$ cat config.mk
export PLATFORM = sky130hd
export DESIGN_NAME = traffic_input_conditioner_flat
export DESIGN_NICKNAME = d
export VERILOG_FILES = /design/src/rtl/traffic_pkg.sv /design/src/rtl/traffic_input_conditioner_if.sv /design/src/rtl/debounce_channel.sv /design/src/rtl/traffic_input_conditioner.sv /design/src/flat_wrapper.sv
export SDC_FILE = /design/constraint.sdc
export NUM_CORES = 1
export LEC_CHECK = 0
export CORE_MARGIN = 3
export CORE_UTILIZATION = 40
export DETAILED_ROUTE_END_ITERATION = 10
export GPL_TIMING_DRIVEN = 0
export PLACE_DENSITY_LB_ADDON = 0.3
export SLEW_MARGIN = 20
export SYNTH_ARGS = -nofsm -noshare
export SYNTH_HDL_FRONTEND = slang
export SYNTH_SLANG_ARGS = --single-unit
$ cat constraint.sdc
create_clock -name clk -period 2.31 [get_ports clk]
set_input_delay 0.462 -clock clk [delete_from_list [all_inputs] [get_ports clk]]
set_output_delay 0.462 -clock clk [all_outputs]
set_load 0.01 [all_outputs]
$ cat src/rtl/traffic_pkg.sv
`default_nettype none
// ============================================================================
//  Module      : traffic_pkg
//  Description : Shared defaults and sensor-pair type for the traffic-light
//                controller and its input conditioner.
//  Revision    : 1.0
// ============================================================================
package traffic_pkg;

    localparam int DEFAULT_DEBOUNCE_CYCLES = 1_000_000;
    localparam int DEFAULT_TICK_CYCLES     = 100_000_000;

    typedef struct packed {
        logic a;
        logic b;
    } sensor_pair_t;

endpackage : traffic_pkg
`default_nettype wire

$ cat src/rtl/traffic_input_conditioner_if.sv
`default_nettype none
// ============================================================================
//  Module      : traffic_input_conditioner_if
//  Description : Sensor / tick bundle between the environment and the
//                input conditioner.
//  Revision    : 1.0
// ============================================================================
interface traffic_input_conditioner_if;

    logic sa_raw;
    logic sb_raw;
    logic tick_en;
    logic tick;
    logic sa;
    logic sb;

    modport master (
        output sa_raw,
        output sb_raw,
        output tick_en,
        input  tick,
        input  sa,
        input  sb
    );

    modport slave (
        input  sa_raw,
        input  sb_raw,
        input  tick_en,
        output tick,
        output sa,
        output sb
    );

endinterface : traffic_input_conditioner_if
`default_nettype wire

$ cat src/rtl/debounce_channel.sv
`default_nettype none
// ============================================================================
//  Module      : debounce_channel
//  Description : Two-flop synchroniser followed by a consecutive-mismatch
//                debounce counter for one raw sensor.
//  Revision    : 1.0
// ============================================================================
module debounce_channel #(
    parameter int DEBOUNCE_CYCLES = 4
) (
    input  wire  clk,
    input  wire  reset,
    input  wire  raw,
    output logic level
);

    localparam int              CW       = $clog2(DEBOUNCE_CYCLES + 1);
    localparam logic [CW-1:0]   CNT_LAST = CW'(DEBOUNCE_CYCLES - 1);

    generate
        if (DEBOUNCE_CYCLES < 1) begin : g_bad_debounce
            $error("debounce_channel: DEBOUNCE_CYCLES must be >= 1");
        end
    endgenerate

    logic          sync1_q;
    logic          sync2_q;
    logic          level_q;
    logic          level_d;
    logic [CW-1:0] cnt_q;
    logic [CW-1:0] cnt_d;

    always_ff @(posedge clk or posedge reset) begin
        if (reset) begin
            sync1_q <= 1'b0;
            sync2_q <= 1'b0;
        end else begin
            sync1_q <= raw;
            sync2_q <= sync1_q;
        end
    end

    // Any cycle agreeing with the current level restarts the count.
    always_comb begin
        level_d = level_q;
        cnt_d   = cnt_q;
        if (sync2_q == level_q) begin
            cnt_d = '0;
        end else if (cnt_q == CNT_LAST) begin
            level_d = sync2_q;
            cnt_d   = '0;
        end else begin
            cnt_d = cnt_q + 1'b1;
        end
    end

    always_ff @(posedge clk or posedge reset) begin
        if (reset) begin
            level_q <= 1'b0;
            cnt_q   <= '0;
        end else begin
            level_q <= level_d;
            cnt_q   <= cnt_d;
        end
    end

    assign level = level_q;

endmodule : debounce_channel
`default_nettype wire

$ cat src/rtl/traffic_input_conditioner.sv
`default_nettype none
// ============================================================================
//  Module      : traffic_input_conditioner
//  Description : Debounces both car sensors, generates the FSM step tick and
//                holds the sensor view constant between ticks.
//  Revision    : 1.0
// ============================================================================
module traffic_input_conditioner
    import traffic_pkg::*;
#(
    parameter int DEBOUNCE_CYCLES = DEFAULT_DEBOUNCE_CYCLES,
    parameter int TICK_CYCLES     = DEFAULT_TICK_CYCLES
) (
    input  wire                          clk,
    input  wire                          reset,
    traffic_input_conditioner_if.slave   bus
);

    localparam int            PW        = $clog2(TICK_CYCLES);
    localparam logic [PW-1:0] PCNT_LAST = PW'(TICK_CYCLES - 1);

    generate
        if (TICK_CYCLES < 2) begin : g_bad_tick
            $error("traffic_input_conditioner: TICK_CYCLES must be >= 2");
        end
    endgenerate

    sensor_pair_t  db;
    sensor_pair_t  hold_q;
    sensor_pair_t  hold_d;
    logic [PW-1:0] pcnt_q;
    logic [PW-1:0] pcnt_d;
    logic          tick_q;
    logic          tick_d;
    logic          w_wrap;

    debounce_channel #(
        .DEBOUNCE_CYCLES (DEBOUNCE_CYCLES)
    ) u_db_a (
        .clk   (clk),
        .reset (reset),
        .raw   (bus.sa_raw),
        .level (db.a)
    );

    debounce_channel #(
        .DEBOUNCE_CYCLES (DEBOUNCE_CYCLES)
    ) u_db_b (
        .clk   (clk),
        .reset (reset),
        .raw   (bus.sb_raw),
        .level (db.b)
    );

    assign w_wrap = (pcnt_q == PCNT_LAST);

    // Prescaler freezes (not clears) while tick_en is low.
    always_comb begin
        pcnt_d = pcnt_q;
        tick_d = 1'b0;
        hold_d = hold_q;
        if (bus.tick_en) begin
            pcnt_d = w_wrap ? '0 : pcnt_q + 1'b1;
            tick_d = w_wrap;
        end
        if (tick_q) begin
            hold_d = db;
        end
    end

    always_ff @(posedge clk or posedge reset) begin
        if (reset) begin
            pcnt_q <= '0;
            tick_q <= 1'b0;
            hold_q <= '0;
        end else begin
            pcnt_q <= pcnt_d;
            tick_q <= tick_d;
            hold_q <= hold_d;
        end
    end

    assign bus.tick = tick_q;
    assign bus.sa   = hold_q.a;
    assign bus.sb   = hold_q.b;

endmodule : traffic_input_conditioner
`default_nettype wire

$ cat src/flat_wrapper.sv
// flat-port wrapper written by rule: the top's interface ports become plain ports
module traffic_input_conditioner_flat import traffic_pkg::*;
#(
    parameter int DEBOUNCE_CYCLES = DEFAULT_DEBOUNCE_CYCLES,
    parameter int TICK_CYCLES     = DEFAULT_TICK_CYCLES
)
  (clk, reset, bus_sa_raw, bus_sb_raw, bus_tick_en, bus_tick, bus_sa, bus_sb);
  traffic_input_conditioner_if bus_i ();
  input  wire clk;
  input  wire reset;
  input wire logic [$bits(bus_i.sa_raw)-1:0] bus_sa_raw;
  input wire logic [$bits(bus_i.sb_raw)-1:0] bus_sb_raw;
  input wire logic [$bits(bus_i.tick_en)-1:0] bus_tick_en;
  output wire logic [$bits(bus_i.tick)-1:0] bus_tick;
  output wire logic [$bits(bus_i.sa)-1:0] bus_sa;
  output wire logic [$bits(bus_i.sb)-1:0] bus_sb;
  assign bus_i.sa_raw = bus_sa_raw;
  assign bus_i.sb_raw = bus_sb_raw;
  assign bus_i.tick_en = bus_tick_en;
  assign bus_tick = bus_i.tick;
  assign bus_sa = bus_i.sa;
  assign bus_sb = bus_i.sb;
  traffic_input_conditioner #(.DEBOUNCE_CYCLES(DEBOUNCE_CYCLES), .TICK_CYCLES(TICK_CYCLES)) u_core (.clk(clk), .reset(reset), .bus(bus_i));
endmodule
After elaboration in Yosys (flattened, before gate mapping)
Cells that the tools add are included.

Register bits: 76. Input port bits: 5.

$add $sub $neg: 3. Equality and inequality tests: 5. Muxes and demuxes: 6. Bitwise operators: 2. Reductions and logical operators: 2.

Operator list (count): two-way mux 20 bit (4); adder 20 x 1 -> 20 bit, second input constant (2); == test 20 bit, second input constant (2); adder 27 x 1 -> 27 bit, second input constant (1); == test 27 bit, second input constant (1); two-way mux 27 bit (1); AND reduction 2 bit (2); == test 1 bit (2); NOT 1 bit (2); two-way mux 1 bit (1).

Depth between registers and ports, before layout
Gate-level depths: netlist (run 1).

Word-level depth: 3. Mapped depth: 7.

Cells and area by module
Synthesis (run 1) repeated with hierarchy kept, for this count alone.

Cells, all modules: 362. Area total of the unflattened synthesis: 3741.1 um2.

Modules (own cells, without submodules): debounce_channel (instances 2, cells each 109, area each 1118.6 um2, seq. area each 575.6 um2); traffic_input_conditioner (instances 1, cells each 144, area each 1503.9 um2, seq. area each 750.7 um2).

Least setup slack after synthesis (run 1)
No wires, ideal clock.

Kind: register to register. Start: register u_core.pcnt_q[0]. End: register u_core.pcnt_q[0]. Library setup time: 0.121 ns. Arrival time: 1.938 ns. Slack: 0.250 ns. Cell stages (with the launch flop): 7. Path buffers: 1. Clock period less this slack: 2.060 ns. Cell sequence: dfrtp_1 -> ha_1 -> nand4_1 -> or2_2 -> nor4_2 -> buf_2 -> nor2_1.

Word-level cells in the longest chain between the ends: 2. Elaborated cells on any way between the ends: 3. Those cells by class: 1 x add/sub; 1 x eq/ne; 1 x mux.

RTL lines: from (decl) (RTL line traffic_input_conditioner.sv:31) `logic [PW-1:0] pcnt_q;`; from (signal assigned) (RTL line traffic_input_conditioner.sv:77) `pcnt_q <= pcnt_d;`; adder 27 x 1 -> 27 bit or == test 27 bit (tied branches) (RTL line traffic_input_conditioner.sv:63, traffic_input_conditioner.sv:55); two-way mux 27 bit (*) (RTL line traffic_input_conditioner.sv:63) `pcnt_d = w_wrap ? '0 : pcnt_q + 1'b1;`.

Mark *: on every way between the ends. The rest lies on a longest branch, timed or not. A chain may end at the register's enable or synchronous reset.

Worst setup path after layout (run 1)
Start: register u_core.u_db_a.cnt_q[6]. End: register u_core.u_db_a.cnt_q[19].

Word-level cells in the longest chain between the ends: 3. Elaborated cells on any way between the ends: 4. Those cells by class: 1 x add/sub; 1 x eq/ne; 2 x mux.

RTL lines: from (decl) (RTL line debounce_channel.sv:30) `logic [CW-1:0] cnt_q;`; from (signal assigned) (RTL line debounce_channel.sv:63) `cnt_q <= cnt_d;`; adder 20 x 1 -> 20 bit or == test 20 bit (tied branches) (RTL line debounce_channel.sv:53, debounce_channel.sv:49); two-way mux 20 bit (*) (RTL line debounce_channel.sv:49) `end else if (cnt_q == CNT_LAST) begin`; two-way mux 20 bit (*) (RTL line debounce_channel.sv:47) `if (sync2_q == level_q) begin`; net u_core.u_db_a.cnt_d[19] (RTL line debounce_channel.sv:31) `logic [CW-1:0] cnt_d;`.

The timed path passes the listed nets; every way through them passes the cells marked *.

==> results of run 1 <==
-- synthesized netlist by cell type (2+ instances only) --
cell,n
a21oi_1,22
and2_1,2
and3_1,5
and4_1,9
buf_2,2
clkbuf_1,13
dfrtp_1,76
ha_1,3
inv_1,7
mux2_2,4
nand2_1,25
nand3_1,22
nand4_1,19
nand4b_1,3
nor2_1,39
nor3_1,8
nor4_1,8
o21ai_0,14
o31ai_1,11
or2_2,2
or3_1,11
or4_1,10
xnor2_1,18
xor2_1,23
-- final cells by class --
class | instances | share of cell area
flip-flops and latches | 76 | 0.453
multi-input cells | 268 | 0.400
repair buffers | 11 | 0.0369
clock buffers | 10 | 0.0327
well taps | 108 | 0.0322
clock inverters | 5 | 0.0238
plain buffers | 15 | 0.0149
inverters | 7 | 0.00714
-- kinds of logic after synthesis --
| kind of cell | after synthesis | synth area share |
|---|---|---|
| xor gates and xnor gates | 41 | 0.0982 |
| buffers and inverters | 22 | 0.0233 |
| DFF | 76 | 0.520 |
| muxes | 5 | 0.0150 |
| adders and majority gates | 3 | 0.0103 |
| AOI/OAI and AO/OA | 47 | 0.0718 |
| and+or+nand+nor | 172 | 0.262 |
-- metrics by stage --
step	std cells	setup WS [ps]	instance area [um2]
2_1_floorplan	366	250	3660
3_3_place_gp	481	-637	3870
3_5_place_dp	484	-655	3940
4_1_cts	500	18.7	4200
5_1_grt	500	72.1	4200
6_report	500	263	4200
-- worst reg2reg max path, cell delays in order (launching register included) --
cell,delay (ps)
dfrtp_1,320
clkbuf_1,330
nand3_1,190
or2_2,310
clkbuf_1,190
or4_1,490
a21oi_1,150
-- registers in the layout, indices dropped and copies added, names as in the netlist --
signal                 count
u_core.pcnt_q             27
u_core.u_db_b.sync1_q      1
u_core.u_db_b.cnt_q       20
u_core.u_db_a.cnt_q       20
u_core.bus.tick            1
u_core.u_db_a.sync1_q      1
u_core.u_db_b.sync2_q      1
u_core.u_db_a.level        1
u_core.bus.sb              1
u_core.bus.sa              1
u_core.u_db_a.sync2_q      1
u_core.u_db_b.level        1
-- path summary, 6_finish.rpt --
kind	from	to	slack (ps)
worst min register to register	u_core.u_db_a.sync1_q$_DFF_PP0_	u_core.u_db_a.sync2_q$_DFF_PP0_	360
worst max register to register	u_core.u_db_a.cnt_q[6]$_DFF_PP0_	u_core.u_db_a.cnt_q[19]$_DFF_PP0_	260
worst max-delay path	u_core.u_db_a.cnt_q[6]$_DFF_PP0_	u_core.u_db_a.cnt_q[19]$_DFF_PP0_	260
max in group asynchronous	reset	u_core.pcnt_q[20]$_DFFE_PP0P_	1130
worst min-delay path	u_core.u_db_a.sync1_q$_DFF_PP0_	u_core.u_db_a.sync2_q$_DFF_PP0_	360
min in group asynchronous	reset	u_core.pcnt_q[9]$_DFFE_PP0P_	410
-- where the power goes --
part           internal [W]  leakage [nW]  switching (W)  total [W]
logic             0.0000975         0.592       0.000117   0.000214
registers           0.00140          1.04      0.0000997    0.00150
clock network      0.000738         0.122       0.000482    0.00122
total               0.00224          1.75       0.000698    0.00294
-- layer usage --
| layer | vias up | GRT usage | share of wire |
|---|---|---|---|
| met1 | 1322 | 0.211 | 0.49 |
| met5 | - | 0 | 0 |
| met2 | 36 | 0.217 | 0.46 |
| met3 | 12 | 0.0351 | 0.031 |
| li1 | 1360 | - | - |
| met4 | 0 | 0.0593 | 0.016 |
-- repair_timing --
item                                    CTS  global route
pin swaps                                 2             0
hold buffers                              0             0
buffers inserted                          1             0
gates resized for setup                   2             5
cloned                                    0             0
endpoints found under the setup margin   11            29
==> flow_metrics.tcl, run 1 <==
set metrics [dict create \
    status "finished, final reports clean" \
    hold_class "reg2reg" \
    synth-seq-cells 76 \
    rr_worst_depth 6 \
    critical_path_class "reg2reg" \
    grt_max_degree 29 \
    fp.dieW_um 102 \
    finalCritPeriodShare 0.886 \
    fin_util 0.477 \
    die-area_um2 10300 \
    clock_skew_ps 13.2 \
    cp_top_family "simple AND/OR/NAND/NOR gates" \
    synth_area_um2 3660 \
    setup_viol_count_final 0 \
    cp.depth 6 \
    first_iter_violations 61 \
    final_common_cell "dfrtp_1" \
    required_ps 2580 \
    syn2layout_area_growth_pct 14.9 \
    slew_viol_final 0 \
    cts_root_buf "clkbuf_8" \
    hold_depth 0 \
    seq_area_um2 1900 \
    multi_input_area_um2 1680 \
    final_cell_mix "76 x dfrtp_1, 39 x nor2_1, 25 x nand2_1" \
    fmax_ghz 0.488 \
    antenna_found_initial 0 \
    synth-edff-count 0 \
    avgSynthCellArea_um2 10.0 \
    ys.flop_type "dfrtp_1" \
    cts.sinks 76 \
    period_minus_slack_ps 2050 \
    drive_above_1_share 0.0918 \
    hpwl_um 4740 \
    start_util 0.415 \
    drtPass1Iterations 5 \
    die_h_um 102 \
    clk_latency_ps 350 \
    cts_tree "yes" \
    io_buffers 7 \
    critPathLaunchType "register" \
    grt_pass1_vias 2593 \
    grt_overflow 0 \
    route.detailed.drc 0 \
    row_count 34 \
    htree_levels 3 \
    cts_made_buffers 9 \
    rsz0062_at_grt "false" \
    crit_buf_inv 2 \
    routabilityCongestion 0.862 \
    seq_area_frac_synth 0.520 \
    tightestPinTransition_ps 606 \
    max_cap_violations 0 \
    routedWlPerCell_um 13.6 \
    wirelength_um 6820 \
    syn-num-nets 374 \
    ys_types 34 \
    gr-usage-all-layers 0.148 \
    ir_worst_vdd_mv 0.473 \
    hold_slack_ps 359 \
    num_antenna_cells 0 \
    ant_nets 0 \
    clock_path_buffers 2 \
    p_leak_nw 1.75 \
    p_total_w 0.00294 \
    cp_slowest_cell "or4_1" \
    timing.critical_path.mode_cell "clkbuf_1" \
    nFillCells 808 \
    fin_nets 396 \
    yosysWarnings 0 \
    io-pin-count 8 \
    via_count 2730 \
    critical-path-max-stage-delay_ps 490 \
    core_area_um2 8810 \
    setup_tns_ps 0 \
    slew_headroom 0.592 \
    grt_pass1_wl_um 12100 \
    hold_viol 0 \
    crit_fanout 9 \
    crit_arrival_ps 2320 \
    path_clk_slew_ps 80 \
    synth_top_cell_by_area "dfrtp_1" \
    netlist.area_leader.share 0.520 \
    power_density_nw_per_um2 698 \
    crit_chain "clkbuf_1 -> nand3_1 -> or2_2 -> clkbuf_1 -> or4_1 -> a21oi_1" \
    netlist_instances 366 \
    synthTopCellsByArea "dfrtp_1 52%, xor2_1 5.5%, xnor2_1 4.3%, nor2_1 4.0%, nand4_1 3.2%" \
    async_flop_share 1.00 \
    endpoint_kind "register" \
    avgViaCountPerCell 5.46 \
]
Note: power is estimated with default switching activity, not from simulation.
==> inputs of run 2 (changes only) <==
--- a/config.mk
+++ b/config.mk
@@ -8,8 +8,8 @@
 export CORE_MARGIN = 3
 export CORE_UTILIZATION = 40
 export DETAILED_ROUTE_END_ITERATION = 10
-export GPL_TIMING_DRIVEN = 0
 export PLACE_DENSITY_LB_ADDON = 0.3
+export SKIP_CTS_REPAIR_TIMING = 1
 export SLEW_MARGIN = 20
 export SYNTH_ARGS = -nofsm -noshare
 export SYNTH_HDL_FRONTEND = slang
==> constraint.sdc (replaced) <==
create_clock -name clk -period 2.29 [get_ports clk]
set_input_delay 0.458 -clock clk [delete_from_list [all_inputs] [get_ports clk]]
set_output_delay 0.458 -clock clk [all_outputs]
set_load 0.01 [all_outputs]
==> flow_metrics.tcl, run 2 (synthesis gave the netlist of run 1 again) <==
set metrics [dict create \
    grt_max_degree 77 \
    power_density_nw_per_um2 670 \
    timing.critical_path.mode_cell "or4_1" \
    row_count 34 \
    max_cap_violations 0 \
    endpoint_kind "register" \
    via_count 2646 \
    grt_overflow 0 \
    first_iter_violations 89 \
    setup_viol_count_final 0 \
    rsz0062_at_grt "false" \
    die_h_um 102 \
    io_buffers 7 \
    fin_nets 390 \
    htree_levels 3 \
    final_cell_mix "76 x dfrtp_1, 39 x nor2_1, 25 x nand2_1" \
    pre_cts_ws_ps -111 \
    largest_register_ffs 27 \
    routedWlPerCell_um 13.6 \
    critical_path_class "in2reg" \
    critical-path-max-stage-delay_ps 590 \
    crit_chain "clkdlybuf4s50_1 -> nand4_1 -> or4_1 -> or4_1 -> a21oi_1" \
    placed_cell_area_um2 3920 \
    core_area_um2 8810 \
    cts_tree "yes" \
    cts_made_buffers 9 \
    worst_slack_ps 242 \
    ant_nets 0 \
    gr-usage-all-layers 0.146 \
    required_ps 2570 \
    antenna_found_initial 0 \
    cts_root_buf "clkbuf_8" \
    switchingPower_w 0.000696 \
    die-area_um2 10300 \
    final_common_cell "dfrtp_1" \
    routabilityCongestion 0.840 \
    fp.dieW_um 102 \
    slew_viol_final 0 \
    grt_pass1_wl_um 12000 \
    hpwl_um 4530 \
    crit_arrival_ps 2330 \
    regMostFlops "u_core.pcnt_q" \
    crit_buf_inv 1 \
    status "finished, final reports clean" \
    cp_slowest_cell "or4_1" \
    fin_area_um2 4130 \
    path_clk_slew_ps 80 \
    drive_above_1_share 0.106 \
    clock_skew_ps 12.4 \
    drtPass1Iterations 4 \
    cts.sinks 76 \
    fmax_ghz 0.488 \
    largestRegisters "u_core.pcnt_q (27), u_core.u_db_a.cnt_q (20), u_core.u_db_b.cnt_q (20)" \
    clock_path_buffers 2 \
    syn2layout_area_growth_pct 12.8 \
    num_antenna_cells 0 \
    critPathLaunchType "primary input" \
    hold_viol 0 \
    finalCritPeriodShare 0.894 \
    combPwrFrac 0.075 \
    start_util 0.415 \
    io-pin-count 8 \
    avgViaCountPerCell 5.35 \
    swShare 0.252 \
    clockPowerShare 0.377 \
    p_leak_nw 1.70 \
    clk_latency_ps 350 \
    grt_pass1_vias 2563 \
    route.detailed.drc 0 \
    period_minus_slack_ps 2050 \
    cp_top_family "simple AND/OR/NAND/NOR gates" \
    wirelength_um 6720 \
    crit_fanout 5 \
    p_seq_frac 0.548 \
    ir_worst_vdd_mv 0.368 \
    p_int_w 0.00207 \
    tightestPinTransition_ps 468 \
    hold_class "reg2reg" \
    slew_headroom 0.687 \
]
run 2: changes by cell type in the layout (fill, tap and decap cells not counted), sizes merged:
cell and change:
clkbuf -11, buf +7, bufinv -2, clkdlybuf4s50 +1
clkinvlp +1, dlymetal6s2s -1
run 2: layout make-up:
class                   instances  area, um2
inverters                       7       30.0
clock inverters                 4       47.5
well taps                     108        135
flip-flops and latches         76       1900
fillers                       808       4680
multi-input cells             268       1680
repair buffers                 20        180
clock buffers                  12        155
run 2: path summary, 6_finish.rpt:
kind	cells past startpoint	endpoint	slack, ps	startpoint
max in group asynchronous	3	u_core.pcnt_q[14]$_DFFE_PP0P_	1410	reset
hold / removal	0	u_core.u_db_a.sync2_q$_DFF_PP0_	360	u_core.u_db_a.sync1_q$_DFF_PP0_
setup reg to reg	4	u_core.pcnt_q[21]$_DFFE_PP0P_	290	u_core.pcnt_q[4]$_DFFE_PP0P_
hold reg to reg	0	u_core.u_db_a.sync2_q$_DFF_PP0_	360	u_core.u_db_a.sync1_q$_DFF_PP0_
min in group asynchronous	3	u_core.u_db_a.cnt_q[12]$_DFF_PP0_	560	reset
setup / recovery	5	u_core.pcnt_q[21]$_DFFE_PP0P_	240	bus_tick_en
run 2: power by group through the flow:
stage | clock network, W | registers, W | logic [W]
floorplan | 0 | 0.00152 | 0.000161
global placement | 0 | 0.00154 | 0.000208
detailed placement | 0 | 0.00154 | 0.000213
CTS | 0.00109 | 0.00151 | 0.000213
global route | 0.00114 | 0.00153 | 0.000242
finish | 0.00104 | 0.00152 | 0.000206
run 2: per-layer routing:
metal,share of wire,global-route usage,routed length [um]
met1,0.51,0.204,3430
met2,0.45,0.220,3050
met3,0.026,0.0455,172
met4,0.011,0.0429,71
met5,0,0,0
run 2: stage by stage:
step                setup TNS (ps)  instances  hold slack, ps  total power, W  utilization
floorplan                        0        366             331         0.00168            -
global placement              -240        479             333         0.00175        0.446
detailed placement            -617        479             349         0.00175        0.446
CTS                              0        495             363         0.00281        0.469
global route                     0        495             376         0.00291        0.469
finish                           0        495             364         0.00276        0.469
